==> src/rtl/ase_emul_ooo_rsp_scheduler_pkg.sv <==
// Shared types, LFSR constants and small helpers for the ASE out-of-order response scheduler.
// Types are sized for the largest supported buffer (16 slots); users mask to their own depth.
package ase_emul_ooo_pkg;

  localparam int N_ENTRIES_MAX = 16;
  localparam int LFSR_W        = 20;
  // Galois right-shift mask for x^20 + x^17 + 1
  localparam logic [LFSR_W-1:0] LFSR_TAPS = 20'h90000;

  typedef logic [$clog2(N_ENTRIES_MAX)-1:0] t_slot_idx;
  typedef logic [$clog2(N_ENTRIES_MAX):0]   t_seq;
  typedef logic [7:0]                       t_age;
  typedef logic [LFSR_W-1:0]                t_lfsr;

  function automatic t_lfsr lfsr20_next(input t_lfsr s);
    return s[0] ? ((s >> 1) ^ LFSR_TAPS) : (s >> 1);
  endfunction

  // Sequence numbers wrap modulo 2*N so head/tail stay unambiguous with N in flight.
  function automatic t_seq seq_next(input t_seq s, input int n_entries);
    t_seq mask;
    mask = t_seq'(2 * n_entries - 1);
    return (s + t_seq'(1)) & mask;
  endfunction

endpackage

==> src/rtl/ase_emul_ooo_rsp_scheduler_if.sv <==
// Valid/ready response stream; the scheduler is a slave on its input and a master on its output.
interface ase_emul_ooo_rsp_scheduler_if #(
  parameter int DATA_WIDTH = 64
);
  logic                  valid;
  logic                  ready;
  logic [DATA_WIDTH-1:0] data;

  modport master (output valid, output data, input ready);
  modport slave  (input valid, input data, output ready);
endinterface

==> src/rtl/ase_emul_ooo_rsp_scheduler_lfsr20.sv <==
// Free-running 20-bit Galois LFSR that drives the pseudo-random release decisions.
module ase_emul_ooo_lfsr20
  import ase_emul_ooo_pkg::*;
#(
  parameter t_lfsr SEED = 20'h8676d
) (
  input  logic  clk,
  input  logic  reset_n,
  output t_lfsr state
);

  // NOTE: sequential state uses non-blocking assignments so every flop samples pre-edge values.
  always_ff @(posedge clk) begin
    if (!reset_n) state <= SEED;
    else          state <= lfsr20_next(state);
  end

endmodule

==> src/rtl/ase_emul_ooo_rsp_scheduler.sv <==
// Response reorder buffer: holds up to N_ENTRIES responses and releases them either in arrival
// order or pseudo-randomly with an age-based starvation bound, through one output register.
module ase_emul_ooo_rsp_scheduler
  import ase_emul_ooo_pkg::*;
#(
  parameter int          DATA_WIDTH = 64,
  parameter int          N_ENTRIES  = 4,
  parameter int          MAX_AGE    = 15,
  parameter logic [19:0] LFSR_SEED  = 20'h8676d
) (
  input  logic                          clk,
  input  logic                          reset_n,
  input  logic                          ooo_en,
  ase_emul_ooo_rsp_scheduler_if.slave   rsp_in,
  ase_emul_ooo_rsp_scheduler_if.master  rsp_out,
  output logic [$clog2(N_ENTRIES)+1:0]  occupancy
);

  localparam int   IDX_W   = $clog2(N_ENTRIES);
  localparam int   OCC_W   = IDX_W + 2;
  localparam t_age AGE_MAX = t_age'(MAX_AGE);

  logic [N_ENTRIES-1:0]  slot_valid, slot_valid_nxt;
  t_seq                  slot_seq  [N_ENTRIES];
  t_age                  slot_age  [N_ENTRIES];
  logic [DATA_WIDTH-1:0] slot_data [N_ENTRIES];

  t_seq                  head_seq, tail_seq;
  logic                  mode_ooo;
  logic                  out_valid_q, out_valid_nxt;
  logic [DATA_WIDTH-1:0] out_data_q;
  logic [OCC_W-1:0]      occupancy_nxt;
  t_lfsr                 lfsr;
  logic                  unused_lfsr_hi;

  logic                  full, accept, out_free, sel_valid, release_slot;
  logic                  aged_hit, rot_hit;
  logic [IDX_W-1:0]      free_idx, sel_idx, aged_idx, rot_idx, rot_probe;

  ase_emul_ooo_lfsr20 #(.SEED(LFSR_SEED)) u_lfsr (
    .clk     (clk),
    .reset_n (reset_n),
    .state   (lfsr)
  );
  assign unused_lfsr_hi = ^lfsr[LFSR_W-1:IDX_W];

  assign full         = &slot_valid;
  assign rsp_in.ready = !full;
  assign accept       = rsp_in.valid && !full;
  assign out_free     = !out_valid_q || rsp_out.ready;
  assign release_slot = sel_valid && out_free;

  // NOTE: every always_comb output gets a default first so no path can infer a latch.
  always_comb begin
    free_idx = '0;
    for (int i = N_ENTRIES - 1; i >= 0; i--) begin
      if (!slot_valid[i]) free_idx = IDX_W'(i);
    end
  end

  // Downward scans leave the lowest index (or the first slot after the LFSR start) selected.
  always_comb begin
    aged_hit  = 1'b0;
    aged_idx  = '0;
    rot_hit   = 1'b0;
    rot_idx   = '0;
    rot_probe = '0;
    sel_valid = 1'b0;
    sel_idx   = '0;
    for (int i = N_ENTRIES - 1; i >= 0; i--) begin
      if (slot_valid[i] && slot_age[i] == AGE_MAX) begin
        aged_hit = 1'b1;
        aged_idx = IDX_W'(i);
      end
    end
    for (int k = N_ENTRIES - 1; k >= 0; k--) begin
      rot_probe = lfsr[IDX_W-1:0] + IDX_W'(k);
      if (slot_valid[rot_probe]) begin
        rot_hit = 1'b1;
        rot_idx = rot_probe;
      end
    end
    if (mode_ooo) begin
      if (aged_hit) begin
        sel_valid = 1'b1;
        sel_idx   = aged_idx;
      end else if (rot_hit && (lfsr[0] || full)) begin
        sel_valid = 1'b1;
        sel_idx   = rot_idx;
      end
    end else begin
      for (int i = 0; i < N_ENTRIES; i++) begin
        if (slot_valid[i] && slot_seq[i] == head_seq) begin
          sel_valid = 1'b1;
          sel_idx   = IDX_W'(i);
        end
      end
    end
  end

  // Free and fill never collide: the released slot is valid, the filled one is not.
  always_comb begin
    slot_valid_nxt = slot_valid;
    if (release_slot) slot_valid_nxt[sel_idx]  = 1'b0;
    if (accept)       slot_valid_nxt[free_idx] = 1'b1;
    out_valid_nxt = out_free ? sel_valid : out_valid_q;
    occupancy_nxt = OCC_W'(out_valid_nxt);
    for (int i = 0; i < N_ENTRIES; i++) begin
      occupancy_nxt = occupancy_nxt + OCC_W'(slot_valid_nxt[i]);
    end
  end

  always_ff @(posedge clk) begin
    if (!reset_n) begin
      slot_valid  <= '0;
      out_valid_q <= 1'b0;
      occupancy   <= '0;
      head_seq    <= '0;
      tail_seq    <= '0;
      mode_ooo    <= 1'b0;
    end else begin
      slot_valid  <= slot_valid_nxt;
      out_valid_q <= out_valid_nxt;
      occupancy   <= occupancy_nxt;
      if (release_slot) head_seq <= seq_next(head_seq, N_ENTRIES);
      if (accept)       tail_seq <= seq_next(tail_seq, N_ENTRIES);
      // Mode only changes while nothing is in flight, so a drain finishes in its original order.
      if (slot_valid == '0 && !out_valid_q) mode_ooo <= ooo_en;
    end
  end

  // NOTE: payload, tag and age storage is not reset; it is only read behind a set slot_valid bit.
  always_ff @(posedge clk) begin
    for (int i = 0; i < N_ENTRIES; i++) begin
      if (accept && free_idx == IDX_W'(i)) begin
        slot_data[i] <= rsp_in.data;
        slot_seq[i]  <= tail_seq;
        slot_age[i]  <= '0;
      end else if (slot_valid[i] && slot_age[i] != AGE_MAX) begin
        slot_age[i]  <= slot_age[i] + t_age'(1);
      end
    end
    if (release_slot) out_data_q <= slot_data[sel_idx];
  end

  assign rsp_out.valid = out_valid_q;
  assign rsp_out.data  = out_data_q;

endmodule

==> src/flat_wrapper.sv <==
// flat-port wrapper written by rule: the top's interface ports become plain ports
module ase_emul_ooo_rsp_scheduler_flat import ase_emul_ooo_pkg::*;
#(
  parameter int          DATA_WIDTH = 64,
  parameter int          N_ENTRIES  = 4,
  parameter int          MAX_AGE    = 15,
  parameter logic [19:0] LFSR_SEED  = 20'h8676d
)
  (clk, reset_n, ooo_en, occupancy, rsp_in_valid, rsp_in_data, rsp_in_ready, rsp_out_valid, rsp_out_data, rsp_out_ready);
  ase_emul_ooo_rsp_scheduler_if #(.DATA_WIDTH(DATA_WIDTH)) rsp_in_i ();
  ase_emul_ooo_rsp_scheduler_if #(.DATA_WIDTH(DATA_WIDTH)) rsp_out_i ();
  input  logic clk;
  input  logic reset_n;
  input  logic ooo_en;
  output logic [$clog2(N_ENTRIES)+1:0] occupancy;
  input wire logic [$bits(rsp_in_i.valid)-1:0] rsp_in_valid;
  input wire logic [$bits(rsp_in_i.data)-1:0] rsp_in_data;
  output wire logic [$bits(rsp_in_i.ready)-1:0] rsp_in_ready;
  output wire logic [$bits(rsp_out_i.valid)-1:0] rsp_out_valid;
  output wire logic [$bits(rsp_out_i.data)-1:0] rsp_out_data;
  input wire logic [$bits(rsp_out_i.ready)-1:0] rsp_out_ready;
  assign rsp_in_i.valid = rsp_in_valid;
  assign rsp_in_i.data = rsp_in_data;
  assign rsp_in_ready = rsp_in_i.ready;
  assign rsp_out_valid = rsp_out_i.valid;
  assign rsp_out_data = rsp_out_i.data;
  assign rsp_out_i.ready = rsp_out_ready;
  ase_emul_ooo_rsp_scheduler #(.DATA_WIDTH(DATA_WIDTH), .N_ENTRIES(N_ENTRIES), .MAX_AGE(MAX_AGE), .LFSR_SEED(LFSR_SEED)) u_core (.clk(clk), .reset_n(reset_n), .ooo_en(ooo_en), .rsp_in(rsp_in_i), .rsp_out(rsp_out_i), .occupancy(occupancy));
endmodule
==> config.mk <==
export PLATFORM = sky130hd
export DESIGN_NAME = ase_emul_ooo_rsp_scheduler_flat
export DESIGN_NICKNAME = d
export VERILOG_FILES = /design/src/rtl/ase_emul_ooo_rsp_scheduler_pkg.sv /design/src/rtl/ase_emul_ooo_rsp_scheduler_if.sv /design/src/rtl/ase_emul_ooo_rsp_scheduler_lfsr20.sv /design/src/rtl/ase_emul_ooo_rsp_scheduler.sv /design/src/flat_wrapper.sv
export SDC_FILE = /design/constraint.sdc
export NUM_CORES = 1
export LEC_CHECK = 0
export BUFFER_PORTS_ARGS = -buffer_cell sky130_fd_sc_hd__buf_2
export CAP_MARGIN = 5
export CORE_MARGIN = 4
export CORE_UTILIZATION = 50
export DETAILED_ROUTE_END_ITERATION = 10
export PLACE_DENSITY = 0.66
export SETUP_SLACK_MARGIN = 0.02
export SYNTH_ARGS = -nofsm -noshare
export SYNTH_HDL_FRONTEND = slang
export SYNTH_SLANG_ARGS = --single-unit
==> constraint.sdc <==
create_clock -name clk -period 14 [get_ports clk]
set_input_delay 2.1 -clock clk [delete_from_list [all_inputs] [get_ports clk]]
set_output_delay 2.1 -clock clk [all_outputs]
set_load 0.02 [all_outputs]
# == Word-level counts from Yosys, hierarchy flattened ==
# Memories as Yosys holds them, arrays and structs flattened. A register that Yosys moved wholly into a read port is not among the register bits.
# Index checks and enable logic that the tools add are counted.
# totals
latchBits,0
romBits,0
memories,3
elab_cells,180
regBits,36
in_bits,69
out_inout_bits,70
ram_bits,300
# memory_table
memory,depth,word_bits,rd,rd_ports_with_merged_regs,write_ports,line,source
u_core.slot_data,4,64,1,1,1,ase_emul_ooo_rsp_scheduler.sv:26,logic [DATA_WIDTH-1:0] slot_data [N_ENTRIES];
u_core.slot_age,4,8,4,0,4,ase_emul_ooo_rsp_scheduler.sv:25,t_age slot_age [N_ENTRIES];
u_core.slot_seq,4,3,4,0,1,ase_emul_ooo_rsp_scheduler.sv:24,t_seq slot_seq [N_ENTRIES];
# classes
eq_ne,15
bitwise,8
magnitude_cmp,8
div_mod_pow,0
n_mul,0
muxes,91
reduce_logical,35
n_addsub,13
n_shift,0
# op_table
op,n
$mux 64,3
$reduce_or 64->1,3
$mux 1,49
$mux 2,23
$add 8x1->8 const B,4
$eq 8x4->1 const B,4
$mux 8,4
$ne 8x4->1 const B,4
$logic_and 1x1->1,22
$eq 5x3->1,4
$mux 20,1
$lt 2x3->1 const B,6
$add 4x1->4,3
$mux 3,3
$reduce_or 3->1,3
$bmux 1 s2,4
$mux 4,2
$add 3x1->3 const B,2
$add 2x2->2 const B,2
$and 4x4->4,1
$demux 1 s2,2
$eq 2x2->1 const B,2
$ge 2x1->1 const B,2
$logic_not 4->1,1
11 further kinds,16

# == Longest topological paths before layout ==
# Gate-level depths: netlist of run 1.
# depth
depth_word,24
depth_mapped,14
mapped_depth_nobuf,13

# == Cells and area by module ==
# A second synthesis of run 1 with hierarchy kept.
# unflattened
cells_unflattened,1040
hier_area_um2,16079.2
# modules_own_cells
mod,area_per_inst_um2,n_inst,cells_per_inst,seq_area_each_um2
ase_emul_ooo_rsp_scheduler,15523.6,1,997,11230.8
ase_emul_ooo_lfsr20,555.5,1,43,400.4

# == Least setup slack after synthesis of run 1 ==
# OpenSTA, ideal clock, no wires.
# synth_timing
path_type,input to register
from,in rsp_in_valid
to,reg u_core.occupancy[1]
path_buffers,0
stages,8
t_arrival_ns,8.898
slack_ns,4.987
setup_time_ns,0.115
path_cell_list,nand2_1 > nor3_1 > o22ai_1 > fa_1 > inv_1 > ha_1 > fa_1 > and2_1
# synth_between
elab_chain_len,6
# synth_lines
element,line,source
from (decl),flat_wrapper.sv:16,input wire logic [$bits(rsp_in_i.valid)-1:0] rsp_in_valid;
$logic_and 1x1->1 (*),ase_emul_ooo_rsp_scheduler.sv:49,assign accept = rsp_in.valid && !full;
$mux 4 (*),ase_emul_ooo_rsp_scheduler.sv:105,if (accept) slot_valid_nxt[free_idx] = 1'b1;
$add 1x1->2,ase_emul_ooo_rsp_scheduler.sv:109,occupancy_nxt = occupancy_nxt + OCC_W'(slot_valid_nxt[i]);
$add 4x1->4 (2 in a row),ase_emul_ooo_rsp_scheduler.sv:109,
$add 4x1->4 (*),ase_emul_ooo_rsp_scheduler.sv:109,
named net u_core.occupancy_nxt[1],ase_emul_ooo_rsp_scheduler.sv:32,logic [OCC_W-1:0] occupancy_nxt;
to (signal assigned),ase_emul_ooo_rsp_scheduler.sv:124,occupancy <= occupancy_nxt;
to (decl),ase_emul_ooo_rsp_scheduler.sv:16,output logic [$clog2(N_ENTRIES)+1:0] occupancy
# Mark *: on every way through the listed nets, which the timed path passes. The rest lies on a longest branch.
# A chain may end at the register's enable or synchronous reset.

# == Worst setup path after layout of run 1 ==
# layout_timing
from,in rsp_out_ready
to,reg u_core.occupancy[1]
# layout_between
elab_chain_len,9
# layout_lines
element,line,source
from (decl),flat_wrapper.sv:21,input wire logic [$bits(rsp_out_i.ready)-1:0] rsp_out_ready;
$logic_or 1x1->1 (*),ase_emul_ooo_rsp_scheduler.sv:50,assign out_free = !out_valid_q || rsp_out.ready;
$logic_and 1x1->1 (*),ase_emul_ooo_rsp_scheduler.sv:51,assign release_slot = sel_valid && out_free;
$mux 4 (*),ase_emul_ooo_rsp_scheduler.sv:104,if (release_slot) slot_valid_nxt[sel_idx] = 1'b0;
$or 4x4->4 (no source line),n/a,
$mux 4 (*),ase_emul_ooo_rsp_scheduler.sv:105,
named net u_core.slot_valid_nxt[0],ase_emul_ooo_rsp_scheduler.sv:23,"logic [N_ENTRIES-1:0] slot_valid, slot_valid_nxt;"
$add 1x1->2 (*),ase_emul_ooo_rsp_scheduler.sv:109,
$add 4x1->4 (*) (3 in a row),ase_emul_ooo_rsp_scheduler.sv:109,
named net u_core.occupancy_nxt[1],ase_emul_ooo_rsp_scheduler.sv:32,
# Marked as above.

==> results of run 1 <==
final timing paths:
kind,to,cells past startpoint,slack (ns)
worst max-delay path,u_core.occupancy[1],12,9.56
worst min-delay path,u_core.u_lfsr.state[6],1,0.41
worst max register to register,u_core.occupancy[1],13,9.82
worst min register to register,u_core.u_lfsr.state[6],1,0.41
layout by cell type (no fill, tap or decap), types with 2 or more instances in the layout:
| cell | synthesis | layout |
|---|---|---|
| nand2b_1 | 18 | 18 |
| and3_1 | 12 | 12 |
| clkbuf_1 | 6 | 10 |
| o221a_1 | 2 | 2 |
| buf_2 | 10 | 138 |
| and2_1 | 26 | 26 |
| nor4_2 | 4 | 4 |
| xnor2_1 | 26 | 26 |
| nand3_1 | 17 | 17 |
| fa_1 | 2 | 2 |
| xor2_1 | 14 | 14 |
| bufinv_16 | 0 | 2 |
| nor2_1 | 26 | 25 |
| inv_1 | 5 | 5 |
| clkbuf_16 | 0 | 42 |
| and4_1 | 3 | 3 |
| o22ai_1 | 2 | 2 |
| or2_2 | 2 | 2 |
| o21ai_0 | 3 | 3 |
| o2bb2ai_1 | 2 | 2 |
| ha_1 | 8 | 8 |
| dfxtp_1 | 35 | 35 |
| mux2i_1 | 195 | 195 |
| nand4_1 | 4 | 4 |
| nor2b_1 | 3 | 2 |
| nand2_1 | 21 | 21 |
| buf_4 | 4 | 11 |
| clkinv_1 | 0 | 6 |
| edfxtp_1 | 364 | 364 |
| clkinv_2 | 0 | 10 |
kinds of logic (layout without fill, tap and decap cells):
group,count (synthesis),count (layout),share of synthesized area [%]
DFF,399,399,75.2
muxes,195,195,12.6
and+or+nand+nor,143,143,5.13
xor gates and xnor gates,40,40,2.27
buffers and inverters,39,228,2.57
AOI/OAI and AO/OA,21,21,1.26
adders and majority gates,10,10,0.906
other,1,1,0.0243
cells in the mapped netlist, drive strengths merged (3+ instances only):
master,instances
nor2b,3
nand2,22
buf,25
edfxtp,364
o21ai,3
nor2,26
ha,8
dfxtp,35
xor2,14
inv,5
xnor2,26
and4,3
and3,13
nand4,4
and2,26
nor4,4
mux2i,195
nand3,17
nand2b,18
bufbuf,3
clkbuf,6
flip-flops by register name, summed over array words and instances, names as in the netlist:
register / count
u_core.head_seq: 3
u_core.mode_ooo: 1
u_core.occupancy: 3
u_core.rsp_out.data: 64
u_core.rsp_out.valid: 1
u_core.slot_age: 32
u_core.slot_data: 256
u_core.slot_seq: 12
u_core.slot_valid: 4
u_core.tail_seq: 3
u_core.u_lfsr.state: 20
critical path: stages:
cell and delay (ns):
buf_2 0.08, inv_1 0.08, a221oi_4 0.28, buf_4 0.43, a31oi_1 0.18, ha_1 0.34
inv_1 0.05, fa_1 0.51, inv_1 0.04, ha_1 0.20, fa_1 0.42, and2_1 0.16
area by class of cell:
type                            count  area [um2]  area share, %
Timing Repair Buffer              149         773           4.38
Sequential cell                   399       11600           65.9
Tap cell                          396         495           2.81
Inverter                            5        18.8          0.106
Clock inverter                     21         161          0.914
Clock buffer                       53        1100           6.24
Multi-Input combinational cell    410        3480           19.7
metal layers:
layer,vias up,GRT usage [%],share of wire [%]
li1,3556,-,-
met1,3665,19.9,42
met2,166,26.4,49
met3,56,4.29,5.9
met4,14,4.23,2.2
met5,-,0,0.31
power by group:
group	internal (mW)	switching (mW)	leakage, nW
combinational	0.0991	0.164	2.22
sequential	1.39	0.0327	3.67
clock	0.593	0.419	0.620
total	2.09	0.616	6.50
==> impl_metrics.ini, run 1 <==
[outcome]
status = finished clean

[die]
rows = 64
die_width_um = 184
die_h_um = 184
initial_utilization_pct = 50.6
ioPinCount = 139
core_um2 = 30600
dieArea_um2 = 33800

[grt]
grt_max_degree = 69
grt_pass1_vias = 7471
grt_pass1_wl_um = 41000
antenna_found_initial = 8
grt_usage_pct = 15.6
gr-total-overflow = 0

[setup_path]
regToRegStartpoint = u_core.slot_age[1][0]
cp-end-kind = flop
arrival_ns = 4.85
critPathKind = in -> reg
start_kind = input port
startpoint = rsp_out_ready
critical_path_required_ns = 14.41
path_max_fanout = 29

[clock_tree]
cts_tree = done
cts_inserted_buffers = 42
cts-resized-gates = 0
cts_hold_buf = 0
clock_latency_ns = 0.52
cts_sinks = 399
htree_num_levels = 2
postCtsSetupRepairBufs = 0
root_buffer = clkbuf_16
clk_pin_slew_ns = 0.06
clockBufferDepth = 3

[layout]
nFillCells = 2378
drive_above_1_share_pct = 21.6
final_cell_count_no_fill = 1433
finalInstanceArea_um2 = 17700
post-route-util_pct = 57.7
final_nets = 1086
syn_to_final_growth_pct = 14.2
diodes = 0

[routing]
avgViaCountPerCell = 5.20
drtPass1Iterations = 5
drtAntennaViolNets = 0
initialDrtViolationCount = 388
wirelength_um = 26300
drc = 0
via_count = 7457
wl_per_cell_um = 18.4

[placed_design]
gp_congestion = 0.761
io_buffer_count = 137
place_ws_ns = 8.99
place_hpwl_um = 14700
dpl_cell_area_um2 = 16400
placedCellCount = 1358

[synthesis]
yosys.area.top_type = edfxtp_1
synth_edf_count = 364
seq_area_frac_synth_pct = 75.2
syn_avg_cell_area_um2 = 18.2
synthesis.nets = 927
synth_cells = 848
syn-cell-area_um2 = 15500
synthTopCellsByArea = edfxtp_1 (71%), mux2i_1 (13%), dfxtp_1 (4.5%)
synthArstFlopShare_pct = 0
yosysUniqueCellTypes = 45
synth_top_area_share_pct = 70.7
synth_ff_type = edfxtp_1
yosys_warnings = 0
ys_seq_elements = 399

[min_path]
hp-start = u_core.u_lfsr.state[7]
min_path_type = reg -> reg

[sta]
slew_violations = 0
rsz0062_at_grt = no
worst_pin_slew_ns = 1.15
final_hold_viol_count = 0
min_period_ns = 4.44
skew_ns = 0.0140
fin_crit_sh_pct = 31.7
layout_setup_ws_ns = 9.56
slew_headroom_pct = 23.4
setup_viol = 0
fmax_ghz = 0.225
whs_ns = 0.406
finalSetupTns_ns = 0

[run]
maxCapViolCount = 0

[power]
p_per_area_nw_per_um2 = 153
p_total_mw = 2.70
vdd_drop_max_uv = 125
leakagePower_nw = 6.50
Power figures use the tool's default switching activity.
==> run 2, diff against run 1 <==
--- a/config.mk
+++ b/config.mk
@@ -10,7 +10,7 @@
 export CORE_MARGIN = 4
 export CORE_UTILIZATION = 50
 export DETAILED_ROUTE_END_ITERATION = 10
-export PLACE_DENSITY = 0.66
+export PLACE_DENSITY = 0.69
 export SETUP_SLACK_MARGIN = 0.02
 export SYNTH_ARGS = -nofsm -noshare
 export SYNTH_HDL_FRONTEND = slang
==> constraint.sdc (replaced) <==
create_clock -name clk -period 3.61 [get_ports clk]
set_input_delay 0.5415 -clock clk [delete_from_list [all_inputs] [get_ports clk]]
set_output_delay 0.5415 -clock clk [all_outputs]
set_load 0.02 [all_outputs]
==> run 2 against run 1 <==
Global-route usage rose by 0.067 points; non-clock buffer count rose by 6; sequential power rose to 3.9 times the previous value; sequential cell count did not move; die area did not move; total power rose to 3.9 times the previous value; sequential share of layout area fell by 0.73 points; setup slack got worse by 9.3 ns; count of clock-buffer cells in the layout rose by 2.
==> impl_metrics.ini, run 2 (synthesis gave the netlist of run 1 again) <==
[clock_tree]
clock_latency_ns = 0.53
htree_num_levels = 2
cts_sinks = 399
cts-resized-gates = 0
clk_pin_slew_ns = 0.06
postCtsSetupRepairBufs = 0
cts_inserted_buffers = 40
cts_tree = done
cts_hold_buf = 0
clockBufferDepth = 3
root_buffer = clkbuf_16

[routing]
initialDrtViolationCount = 352
drtPass1Iterations = 4
wl_per_cell_um = 18.5
drc = 0
wirelength_um = 26600
drtAntennaViolNets = 0
avgViaCountPerCell = 5.15
via_count = 7415

[power]
p_sw_mw = 2.40
leakagePower_nw = 6.57
p_seq_share_pct = 51.8
power.internal_mw = 8.25
vdd_drop_max_uv = 412
p_sw_share_pct = 22.5
comb_power_share_pct = 10.0
p_total_mw = 10.6
p_per_area_nw_per_um2 = 596
clkPwrFrac_pct = 38.2

[layout]
diodes = 0
final_nets = 1090
regMostFlops = u_core.slot_data
final_cell_count_no_fill = 1439
nFillCells = 2310
layout_commonest_cell = edfxtp_1
finalInstanceArea_um2 = 17900
most-common-layout-cells = edfxtp_1 (364), mux2i_1 (195), buf_2 (137), clkbuf_16 (42), dfxtp_1 (34)
drive_above_1_share_pct = 22.5
largest_reg_flops = 256
syn_to_final_growth_pct = 15.5
post-route-util_pct = 58.4

[placed_design]
gp_congestion = 0.824
place_hpwl_um = 14900
place_ws_ns = 0.144
placedCellCount = 1365
dpl_cell_area_um2 = 16500
io_buffer_count = 137

[grt]
gr-total-overflow = 0
grt_usage_pct = 15.6
antenna_found_initial = 4
grt_pass1_vias = 7532
grt_max_degree = 105
grt_pass1_wl_um = 41300

[sta]
final_hold_viol_count = 0
rsz0062_at_grt = no
worst_pin_slew_ns = 1.09
slew_violations = 0
fmax_ghz = 0.296
slew_headroom_pct = 27.3
min_period_ns = 3.38
fin_crit_sh_pct = 93.7
skew_ns = 0.0156
layout_setup_ws_ns = 0.228
setup_viol = 0

[setup_path]
crit_family = adder cells
regToRegStartpoint = u_core.slot_age[2][0]
path_max_fanout = 4
cp-end-kind = flop
arrival_ns = 3.80
critPathSlowestCell = fa_1
path_depth = 13
reg2reg_slack_ns = 0.23
start_kind = flop
reg2reg_depth = 13
slowest_delay_ns = 0.50
r2r_end = u_core.occupancy[1]
critical_path_required_ns = 4.02
critPathKind = reg -> reg
crit_chain = ha_1 > and3_2 > nand3_1 > and3_4 > a221oi_4 > a31oi_1 > ha_1 > inv_1 > fa_1 > inv_2 > ha_4 > fa_1 > and2_1
cp.buffers_inverters = 2

[min_path]
worstHoldEndpoint = u_core.slot_data[2][63]
hp-start = rsp_in_data[63]
min_path_type = in -> reg
hold-path-cell-count = 1

[die]
rows = 64
initial_utilization_pct = 50.6
ioPinCount = 139
core_um2 = 30600
dieArea_um2 = 33800
die_width_um = 184
die_h_um = 184

[outcome]
status = finished clean

[run]
maxCapViolCount = 0
## run 2: routing by layer
layer	GRT usage, %	up-vias	routed length [um]
met1	20.4	3643	11500
met2	26.4	151	13200
met3	3.72	48	1300
li1	-	3567	-
met5	0	-	29
met4	4.41	6	520
## run 2: worst max-delay path by stage
stage	to	startpoint	slack [ns]
2_1_floorplan	u_core.occupancy[1]	u_core.slot_age[1][6]	-1.41
3_3_place_gp	u_core.occupancy[1]	u_core.slot_age[0][0]	0.25
3_5_place_dp	u_core.occupancy[1]	u_core.slot_age[0][0]	0.14
4_1_cts	u_core.occupancy[1]	u_core.slot_age[0][0]	0.14
5_1_grt	u_core.occupancy[1]	u_core.slot_age[2][0]	0.03
6_report	u_core.occupancy[1]	u_core.slot_age[2][0]	0.23
## run 2: worst register-to-register path: cells and delay by family, from the launching register on
kind	cells	cell delay [ns]
adder cells (fa/ha/maj)	5	1.55
AND/OR/NAND/NOR	4	0.76
AO/OA/AOI/OAI	2	0.47
flip-flops	1	0.41
buffers and inverters	2	0.09
## run 2: final cells by class
type,count,area [um2],area share (%)
sequential,399,11600,65.1
multi-input combinational,410,3530,19.8
clock buffer,55,1150,6.44
timing repair buffer,155,858,4.81
tap,396,495,2.77
clock inverter,19,173,0.967
inverter,5,18.8,0.105
## run 2: metrics by stage
stage / setup TNS (ns) / hold slack [ns]
final: 0 / 0.225
after global routing: 0 / 0.207
after CTS: 0 / 0.202
after detailed placement: 0 / 0.393
after global placement: 0 / 0.391
after floorplan: -29.50 / 0.386
## run 2: power by group through the flow
stage | Combinational (mW) | Clock (mW) | Sequential (mW)
after floorplan | 0.661 | 0 | 5.73
after global placement | 1.07 | 0 | 5.61
after detailed placement | 1.08 | 0 | 5.61
after CTS | 1.09 | 4.17 | 5.52
after global routing | 1.17 | 4.39 | 5.55
final | 1.06 | 4.06 | 5.52
